### src/rtl/alu_cmd_sequencer_if.sv
// Bundle of command, ALU-drive and response signals between the sequencer
// and its environment (command producer, ALU, response consumer).
interface alu_cmd_sequencer_if #(
  parameter int WIDTH = 16
);
  logic             cmd_valid;
  logic             cmd_ready;
  logic [2:0]       cmd_op;
  logic [WIDTH-1:0] cmd_a;
  logic [WIDTH-1:0] cmd_b;
  logic             c1;
  logic             c2;
  logic             c3;
  logic [WIDTH-1:0] opA;
  logic [WIDTH-1:0] opB;
  logic             zero1;
  logic             zero2;
  logic             rsp_valid;
  logic             rsp_ready;
  logic             rsp_z1;
  logic             rsp_z2;
  logic [7:0]       rsp_seq;
  logic [7:0]       zcnt1;
  logic [7:0]       zcnt2;

  // Sequencer side
  modport master (
    input  cmd_valid, cmd_op, cmd_a, cmd_b, zero1, zero2, rsp_ready,
    output cmd_ready, c1, c2, c3, opA, opB,
    output rsp_valid, rsp_z1, rsp_z2, rsp_seq, zcnt1, zcnt2
  );

  // Environment side
  modport slave (
    output cmd_valid, cmd_op, cmd_a, cmd_b, zero1, zero2, rsp_ready,
    input  cmd_ready, c1, c2, c3, opA, opB,
    input  rsp_valid, rsp_z1, rsp_z2, rsp_seq, zcnt1, zcnt2
  );
endinterface

### src/rtl/alu_cmd_sequencer.sv
// Command front end for the dual-result ALU: queues {op,a,b} requests,
// drives the ALU from registers, captures zero1/zero2 one cycle after issue
// and returns them with a sequence number on a valid/ready channel.
module alu_cmd_sequencer #(
  parameter int DEPTH = 4,
  parameter int WIDTH = 16
) (
  input logic                clk,
  input logic                reset,
  alu_cmd_sequencer_if.master bus
);
  localparam int AW = $clog2(DEPTH);
  localparam int EW = 3 + 2 * WIDTH;

  typedef enum logic [1:0] {IDLE, DRIVE, RESP} state_t;

  state_t        state;
  logic [EW-1:0] mem [DEPTH];
  logic [AW:0]   wr_ptr;
  logic [AW:0]   rd_ptr;
  logic [EW-1:0] head;
  logic [7:0]    seq_cnt;
  logic          full;
  logic          empty;
  logic          push;
  logic          issue;

  // Counter increment that sticks at 255 instead of wrapping
  function automatic logic [7:0] sat_inc(input logic [7:0] cnt, input logic hit);
    if (hit && cnt != 8'hFF)
      return cnt + 8'd1;
    return cnt;
  endfunction

  // Extra pointer MSB separates full (MSBs differ) from empty (equal)
  assign empty         = (wr_ptr == rd_ptr);
  assign full          = (wr_ptr[AW] != rd_ptr[AW]) &&
                         (wr_ptr[AW-1:0] == rd_ptr[AW-1:0]);
  assign bus.cmd_ready = !full;
  assign push          = bus.cmd_valid && !full;
  assign issue         = !empty &&
                         ((state == IDLE) || (state == RESP && bus.rsp_ready));
  assign head          = mem[rd_ptr[AW-1:0]];

  // Command storage; contents are only meaningful between the pointers
  always_ff @(posedge clk) begin
    if (push)
      mem[wr_ptr[AW-1:0]] <= {bus.cmd_op, bus.cmd_a, bus.cmd_b};
  end

  // FIFO pointers: push at tail, pop on every issue
  always_ff @(posedge clk or posedge reset) begin
    if (reset) begin
      wr_ptr <= '0;
      rd_ptr <= '0;
    end else begin
      if (push)
        wr_ptr <= wr_ptr + 1'b1;
      if (issue)
        rd_ptr <= rd_ptr + 1'b1;
    end
  end

  // Issue/capture/respond FSM with registered ALU drive and response outputs
  always_ff @(posedge clk or posedge reset) begin
    if (reset) begin
      state         <= IDLE;
      bus.c1        <= 1'b0;
      bus.c2        <= 1'b0;
      bus.c3        <= 1'b0;
      bus.opA       <= '0;
      bus.opB       <= '0;
      bus.rsp_valid <= 1'b0;
      bus.rsp_z1    <= 1'b0;
      bus.rsp_z2    <= 1'b0;
      bus.rsp_seq   <= 8'd0;
      bus.zcnt1     <= 8'd0;
      bus.zcnt2     <= 8'd0;
      seq_cnt       <= 8'd0;
    end else begin
      // ALU lines change only on an issue edge and hold otherwise
      if (issue)
        {bus.c1, bus.c2, bus.c3, bus.opA, bus.opB} <= head;
      case (state)
        IDLE: begin
          if (!empty)
            state <= DRIVE;
        end
        DRIVE: begin
          bus.rsp_z1    <= bus.zero1;
          bus.rsp_z2    <= bus.zero2;
          bus.rsp_seq   <= seq_cnt;
          seq_cnt       <= seq_cnt + 8'd1;
          bus.zcnt1     <= sat_inc(bus.zcnt1, bus.zero1);
          bus.zcnt2     <= sat_inc(bus.zcnt2, bus.zero2);
          bus.rsp_valid <= 1'b1;
          state         <= RESP;
        end
        RESP: begin
          if (bus.rsp_ready) begin
            bus.rsp_valid <= 1'b0;
            state         <= empty ? IDLE : DRIVE;
          end
        end
        default: begin
          bus.rsp_valid <= 1'b0;
          state         <= IDLE;
        end
      endcase
    end
  end
endmodule
### src/flat_wrapper.sv
// flat-port wrapper written by rule: the top's interface ports become plain ports
module alu_cmd_sequencer_flat 
#(
  parameter int DEPTH = 4,
  parameter int WIDTH = 16
)
  (clk, reset, bus_cmd_valid, bus_cmd_op, bus_cmd_a, bus_cmd_b, bus_zero1, bus_zero2, bus_rsp_ready, bus_cmd_ready, bus_c1, bus_c2, bus_c3, bus_opA, bus_opB, bus_rsp_valid, bus_rsp_z1, bus_rsp_z2, bus_rsp_seq, bus_zcnt1, bus_zcnt2);
  alu_cmd_sequencer_if #(.WIDTH(WIDTH)) bus_i ();
  input logic clk;
  input logic reset;
  input wire logic [$bits(bus_i.cmd_valid)-1:0] bus_cmd_valid;
  input wire logic [$bits(bus_i.cmd_op)-1:0] bus_cmd_op;
  input wire logic [$bits(bus_i.cmd_a)-1:0] bus_cmd_a;
  input wire logic [$bits(bus_i.cmd_b)-1:0] bus_cmd_b;
  input wire logic [$bits(bus_i.zero1)-1:0] bus_zero1;
  input wire logic [$bits(bus_i.zero2)-1:0] bus_zero2;
  input wire logic [$bits(bus_i.rsp_ready)-1:0] bus_rsp_ready;
  output wire logic [$bits(bus_i.cmd_ready)-1:0] bus_cmd_ready;
  output wire logic [$bits(bus_i.c1)-1:0] bus_c1;
  output wire logic [$bits(bus_i.c2)-1:0] bus_c2;
  output wire logic [$bits(bus_i.c3)-1:0] bus_c3;
  output wire logic [$bits(bus_i.opA)-1:0] bus_opA;
  output wire logic [$bits(bus_i.opB)-1:0] bus_opB;
  output wire logic [$bits(bus_i.rsp_valid)-1:0] bus_rsp_valid;
  output wire logic [$bits(bus_i.rsp_z1)-1:0] bus_rsp_z1;
  output wire logic [$bits(bus_i.rsp_z2)-1:0] bus_rsp_z2;
  output wire logic [$bits(bus_i.rsp_seq)-1:0] bus_rsp_seq;
  output wire logic [$bits(bus_i.zcnt1)-1:0] bus_zcnt1;
  output wire logic [$bits(bus_i.zcnt2)-1:0] bus_zcnt2;
  assign bus_i.cmd_valid = bus_cmd_valid;
  assign bus_i.cmd_op = bus_cmd_op;
  assign bus_i.cmd_a = bus_cmd_a;
  assign bus_i.cmd_b = bus_cmd_b;
  assign bus_i.zero1 = bus_zero1;
  assign bus_i.zero2 = bus_zero2;
  assign bus_i.rsp_ready = bus_rsp_ready;
  assign bus_cmd_ready = bus_i.cmd_ready;
  assign bus_c1 = bus_i.c1;
  assign bus_c2 = bus_i.c2;
  assign bus_c3 = bus_i.c3;
  assign bus_opA = bus_i.opA;
  assign bus_opB = bus_i.opB;
  assign bus_rsp_valid = bus_i.rsp_valid;
  assign bus_rsp_z1 = bus_i.rsp_z1;
  assign bus_rsp_z2 = bus_i.rsp_z2;
  assign bus_rsp_seq = bus_i.rsp_seq;
  assign bus_zcnt1 = bus_i.zcnt1;
  assign bus_zcnt2 = bus_i.zcnt2;
  alu_cmd_sequencer #(.DEPTH(DEPTH), .WIDTH(WIDTH)) u_core (.clk(clk), .reset(reset), .bus(bus_i));
endmodule
### config.mk
export PLATFORM = sky130hd
export DESIGN_NAME = alu_cmd_sequencer_flat
export DESIGN_NICKNAME = d
export VERILOG_FILES = /design/src/rtl/alu_cmd_sequencer_if.sv /design/src/rtl/alu_cmd_sequencer.sv /design/src/flat_wrapper.sv
export SDC_FILE = /design/constraint.sdc
export NUM_CORES = 1
export LEC_CHECK = 0
export BUFFER_PORTS_ARGS = -buffer_cell sky130_fd_sc_hd__buf_2
export CAP_MARGIN = 20
export CORE_ASPECT_RATIO = 1.2
export CORE_UTILIZATION = 45
export CTS_CLUSTER_SIZE = 25
export DETAILED_ROUTE_END_ITERATION = 6
export GPL_TIMING_DRIVEN = 1
export PLACE_DENSITY = 0.71
export RECOVER_POWER = 25
export SLEW_MARGIN = 40
export SYNTH_ARGS = -nofsm -noshare
export SYNTH_HDL_FRONTEND = slang
export SYNTH_SLANG_ARGS = --single-unit
### constraint.sdc
create_clock -name clk -period 6.07 [get_ports clk]
set_clock_uncertainty 0.1 [all_clocks]
set_input_delay 1.5175 -clock clk [delete_from_list [all_inputs] [get_ports clk]]
set_output_delay 1.5175 -clock clk [all_outputs]
set_load 0.05 [all_outputs]
* Yosys cells after proc, flatten, opt, wreduce, memory -nomap -nowiden
Memories as Yosys holds them, arrays and structs flattened. A register that Yosys moved wholly into a read port is not among the register bits.
Cells that the tools add are included.
** Word-level totals
- Flip-flop bits (word level) :: 43
- RAM bits :: 140
- Input bits :: 41
- Output and inout bits :: 63
- Word-level logic and storage cells :: 54
- Memories kept :: 1
** Memory list
- u_core.mem :: depth 4, width 35, read ports 1, clocked after Yosys merged registers in 1, wr ports 1, line alu_cmd_sequencer.sv:18 : logic [EW-1:0] mem [DEPTH];
** Operators by class
- Add/subtract/negate cells :: 5
- Equality and inequality tests :: 9
- Muxes and demuxes :: 14
- Bitwise operators :: 1
- Reduce and logical (&&, ||, !) cells :: 14
** Operator list (number)
- adder 8 x 1 -> 8 bit, second input constant :: 3
- two-way mux 8 bit :: 2
- inequality test 8 bit, second input constant :: 2
- two-way mux 1 bit :: 8
- AND reduction 2 bit :: 4
- adder 3 x 1 -> 3 bit, second input constant :: 2
- logical AND 1 bit :: 6
- one-hot mux 2 bit (3 select lines) :: 1
- two-way mux 2 bit :: 2
- inequality test 2 bit, second input constant :: 2
- equality test 3 bit :: 1
- one-hot mux 1 bit (3 select lines) :: 1
- equality test 2 x 1 -> 1 bit, second input constant :: 1
- equality test 2 bit :: 1
- equality test 2 bit, second input constant :: 1
- logical NOT 1 bit :: 2
- logical NOT 2 bit :: 1
- logical OR 1 bit :: 1
- inequality test 1 bit :: 1
- inverter 1 bit :: 1

* Logic depth before layout (Yosys ltp)
- Word-level depth :: 6
- Gate-level depth with buffers :: 7
- Gate-level depth less buffers :: 5

* Worst setup path before layout
No wires, ideal clock.
- Path kind :: input port to flip-flop
- Start :: input port bus_cmd_valid
- End :: memory u_core.mem[3][0] (netlist bit) (enable)
- Library setup time :: 397 ps
- Arrival :: 2448 ps
- Required time :: 5573 ps
- Slack :: 3125 ps
- Cell stages on the path :: 1
- Path buffers :: 0
- Path through :: and3_1
** Between the ends
- Cells in the longest elaborated chain, start to end :: 3
** Ends and longest elaborated chain
- from (decl) :: line flat_wrapper.sv:11 : input wire logic [$bits(bus_i.cmd_valid)-1:0] bus_cmd_valid;
- logical AND 1 bit :: line alu_cmd_sequencer.sv:40 : assign push = bus.cmd_valid && !full;
- two-way mux 1 bit :: line alu_cmd_sequencer.sv:47 : if (push)
- two-way mux 1 bit (not written as such) :: line alu_cmd_sequencer.sv:48 : mem[wr_ptr[AW-1:0]] <= {bus.cmd_op, bus.cmd_a, bus.cmd_b};
- to (decl) :: line alu_cmd_sequencer.sv:18
Every way passes these cells.

* Worst setup path in the final report
- Start :: register u_core.rd_ptr[1]
- End :: output port bus_cmd_ready
** Between the ends
- Cells in the longest elaborated chain, start to end :: 3
** Ends and longest elaborated chain
- from (decl) :: line alu_cmd_sequencer.sv:20 : logic [AW:0] rd_ptr;
- from (signal assigned) :: line alu_cmd_sequencer.sv:60 : rd_ptr <= rd_ptr + 1'b1;
- equality test 2 bit :: line alu_cmd_sequencer.sv:38 : (wr_ptr[AW-1:0] == rd_ptr[AW-1:0]);
- logical AND 1 bit :: line alu_cmd_sequencer.sv:37 : assign full = (wr_ptr[AW] != rd_ptr[AW]) &&
- logical NOT 1 bit :: line alu_cmd_sequencer.sv:39 : assign bus.cmd_ready = !full;
- to (decl) :: line flat_wrapper.sv:18 : output wire logic [$bits(bus_i.cmd_ready)-1:0] bus_cmd_ready;
Every way passes these cells.

==> summary.txt <==
Crit path capture type: output port
Clock Sinks: 218
Synthesized cell area: 8299 µm²
Starting Density: 45.83%
DR top layer: met4
Largest net degree at the start of global routing: 79
Register area: 6161 µm²
Internal Power: 3.565 mW
Clock power share: 22.1%
Crit Path Class: flop to output port
Slew Limit Fails: 0
Post-CTS Repair Setup Buffers: 0
GP Congestion: 0.8110
Synth area leader: edfxtp_1
Port Buffers: 103
CTS resizes: 0
Max Fclk: 266.7 MHz
Dpl cell area: 9062 µm²
Area of the multi-input gates: 2063 µm²
Sw power: 2.140 mW
Commonest non-fill, non-tap cell in the layout: edfxtp_1
Register area share after synthesis: 74.17%
Metal3 WL: 817 µm
Crit-path slowest cell: dfrtp_4
# fillers: 1463
Yosys top cell area share: 50.66%
PwrDens: 587.8 nW/µm²
CP arrival: 2130 ps
Final hold vios: 0
Outcome: finished clean
Die width: 126.0 µm
Io pins: 104
Max-slew headroom: 50.50%
Critical path required time: 4450 ps
Vias in the first global route: 4411
Met2 Routed Length: 7.866 mm
Post-Synthesis Cells: 438
First DRT Iteration DRCs: 264
Largest cells by area after synthesis: edfxtp_1 (51%), dfrtp_1 (24%), mux4_2 (9.5%)
Slew of the pin with the lowest slew margin: 742.6 ps
Hold/Removal Path Class: flop to flop
Hold buffers post-CTS: 0
Flop pwr share: 41.3%
Hold WS: 369.9 ps
Worst-path fanout max: 38
CTS Buf Count: 22
Clock-pin slew on the worst setup and hold paths: 60 ps
Syn nets: 487
Initial antenna violation count: 0
Synth cell types: 34
RSZ-0062 raised after global routing: false
# diodes: 0
Post-layout util: 53.60%
First-pass GRT wire length: 23.71 mm
Via density: 5.382
DR pass1 iterations: 4
Drt wl/cell: 19.06 µm
Drt total wl: 15.12 mm
Share of cells above drive strength 1: 31.81%
Core area: 18110 µm²
Rows: 54
CP cell instances: xnor2_1 -> nand3b_1 -> buf_2
Gr usage total: 16.27%
Die Y: 150.8 µm
Root Driver: clkbuf_16
Crit-path max cell delay: 720 ps
Clk Latency, worst-skew pair: 500 ps
Final Instance Area: 9706 µm²
Via Count: 4268
CTS tree: built
Routed Antenna Nets: 0
Gr ovfl total: 0
DR DRC count: 0
Post-route setup TNS: 0 ps
Wire length on met1: 6.122 mm
Max-cap violations: 0
Number of synthesis warnings: 0
Leakage power: 3.664 nW
Syn_area_per_cell: 18.95 µm²
CP startpoint kind: flop
NumNets Final: 602
Gate power share: 36.5%
Area growth from synthesis to layout: 16.95%
CTS max path bufs: 3
Net Sw Frac: 37.51%
Worst vdd ir: 0.0004012 V
Most frequent cells in the layout: edfxtp_1 (140), dfrtp_1 (76), buf_2 (70)
Crit share post-route: 61.78%
# setup viols final: 0
Total Die Area: 18990 µm²
H-tree Lvls: 1
Hpwl dp: 8.694 mm
Final min period: 3750 ps
#FFs+latches synth: 218
[per-layer routing]
layer / vias up / GRT usage, %
met5: - / 0
met4: 0 / 4.036
met3: 19 / 3.376
met2: 132 / 29.53
met1: 2207 / 19.87
li1: 1910 / -
[flip-flops by register name, summed over array words and instances (netlist names)]
register	count
u_core.bus.rsp_valid	1
u_core.rd_ptr	3
u_core.bus.opB	16
u_core.state	2
u_core.bus.zcnt1	8
u_core.bus.c3	1
u_core.wr_ptr	3
u_core.bus.zcnt2	8
u_core.bus.c1	1
u_core.bus.rsp_seq	8
u_core.bus.c2	1
u_core.bus.rsp_z2	1
u_core.seq_cnt	8
u_core.bus.opA	16
u_core.mem	140
u_core.bus.rsp_z1	1
[logic make-up (layout without fill, tap and decap cells)]
kind of cell	Yosys count	in the layout	synth area share, %
and+or+nand+nor	82	82	4.674
muxes	78	78	15.32
xor gates and xnor gates	20	20	2.111
AOI/OAI and AO/OA	13	13	1.146
adders and majority gates	8	8	1.206
buffers and inverters	19	150	1.372
DFF	218	218	74.17
[area by class of cell]
| class | instances | area share, % |
|---|---|---|
| timing repair buffer | 106 | 5.182 |
| clock buffer | 37 | 6.768 |
| clock inverter | 3 | 0.2578 |
| multi-input combinational | 201 | 21.26 |
| tap | 224 | 2.888 |
| sequential | 218 | 63.48 |
| inverter | 4 | 0.1676 |
[synth_stat cells, drive strengths merged]
master / n
a311oi: 2
nand2: 44
ha: 8
mux2: 42
buf: 10
a31oi: 2
and4: 2
nand2b: 2
edfxtp: 140
xnor2: 15
nor2b: 3
mux4: 35
clkbuf: 5
inv: 4
xor2: 5
nand4: 5
nor2: 6
nand3: 9
a21oi: 2
dfrtp: 78
nor3: 1
and3: 5
a41oi: 1
o21ai: 2
o21a: 3
and3b: 1
a211oi: 1
mux2i: 1
nand3b: 4
[metrics by stage]
step	std cells	setup slack (ps)	power (mW)
2_1_floorplan	438	2457	3.990
3_3_place_gp	753	2647	4.415
3_5_place_dp	753	2846	4.501
4_1_cts	793	2294	5.777
5_1_grt	793	2217	5.974
6_report	793	2320	5.705
[worst max-delay path, delay by kind of cell, from the launching register on]
kind,cells,cell delay [ps]
XOR/XNOR,1,370
buffers and inverters,1,290
flip-flops,1,720
AND/OR/NAND/NOR,1,240
[worst paths after layout]
path	start	end	slack [ps]	depth (start not counted)
min reg2reg	u_core.bus.rsp_z2	u_core.bus.rsp_z2	370	2
min in group asynchronous	reset	u_core.bus.rsp_seq[6]	1100	3
max in group asynchronous	reset	u_core.rd_ptr[1]	4250	3
min	u_core.bus.rsp_z2	u_core.bus.rsp_z2	370	2
max reg2reg	u_core.rd_ptr[1]	u_core.bus.opB[11]	3590	4
max	u_core.rd_ptr[1]	bus_cmd_ready	2320	3
[power groups by stage]
stage | logic [mW] | clock network (mW) | registers, mW
CTS | 2.13 | 1.29 | 2.36
detailed placement | 2.12 | 0 | 2.38
global placement | 2.06 | 0 | 2.36
finish | 2.08 | 1.26 | 2.36
global route | 2.23 | 1.34 | 2.40
floorplan | 1.10 | 0 | 2.89
Power figures use the tool's default switching activity.
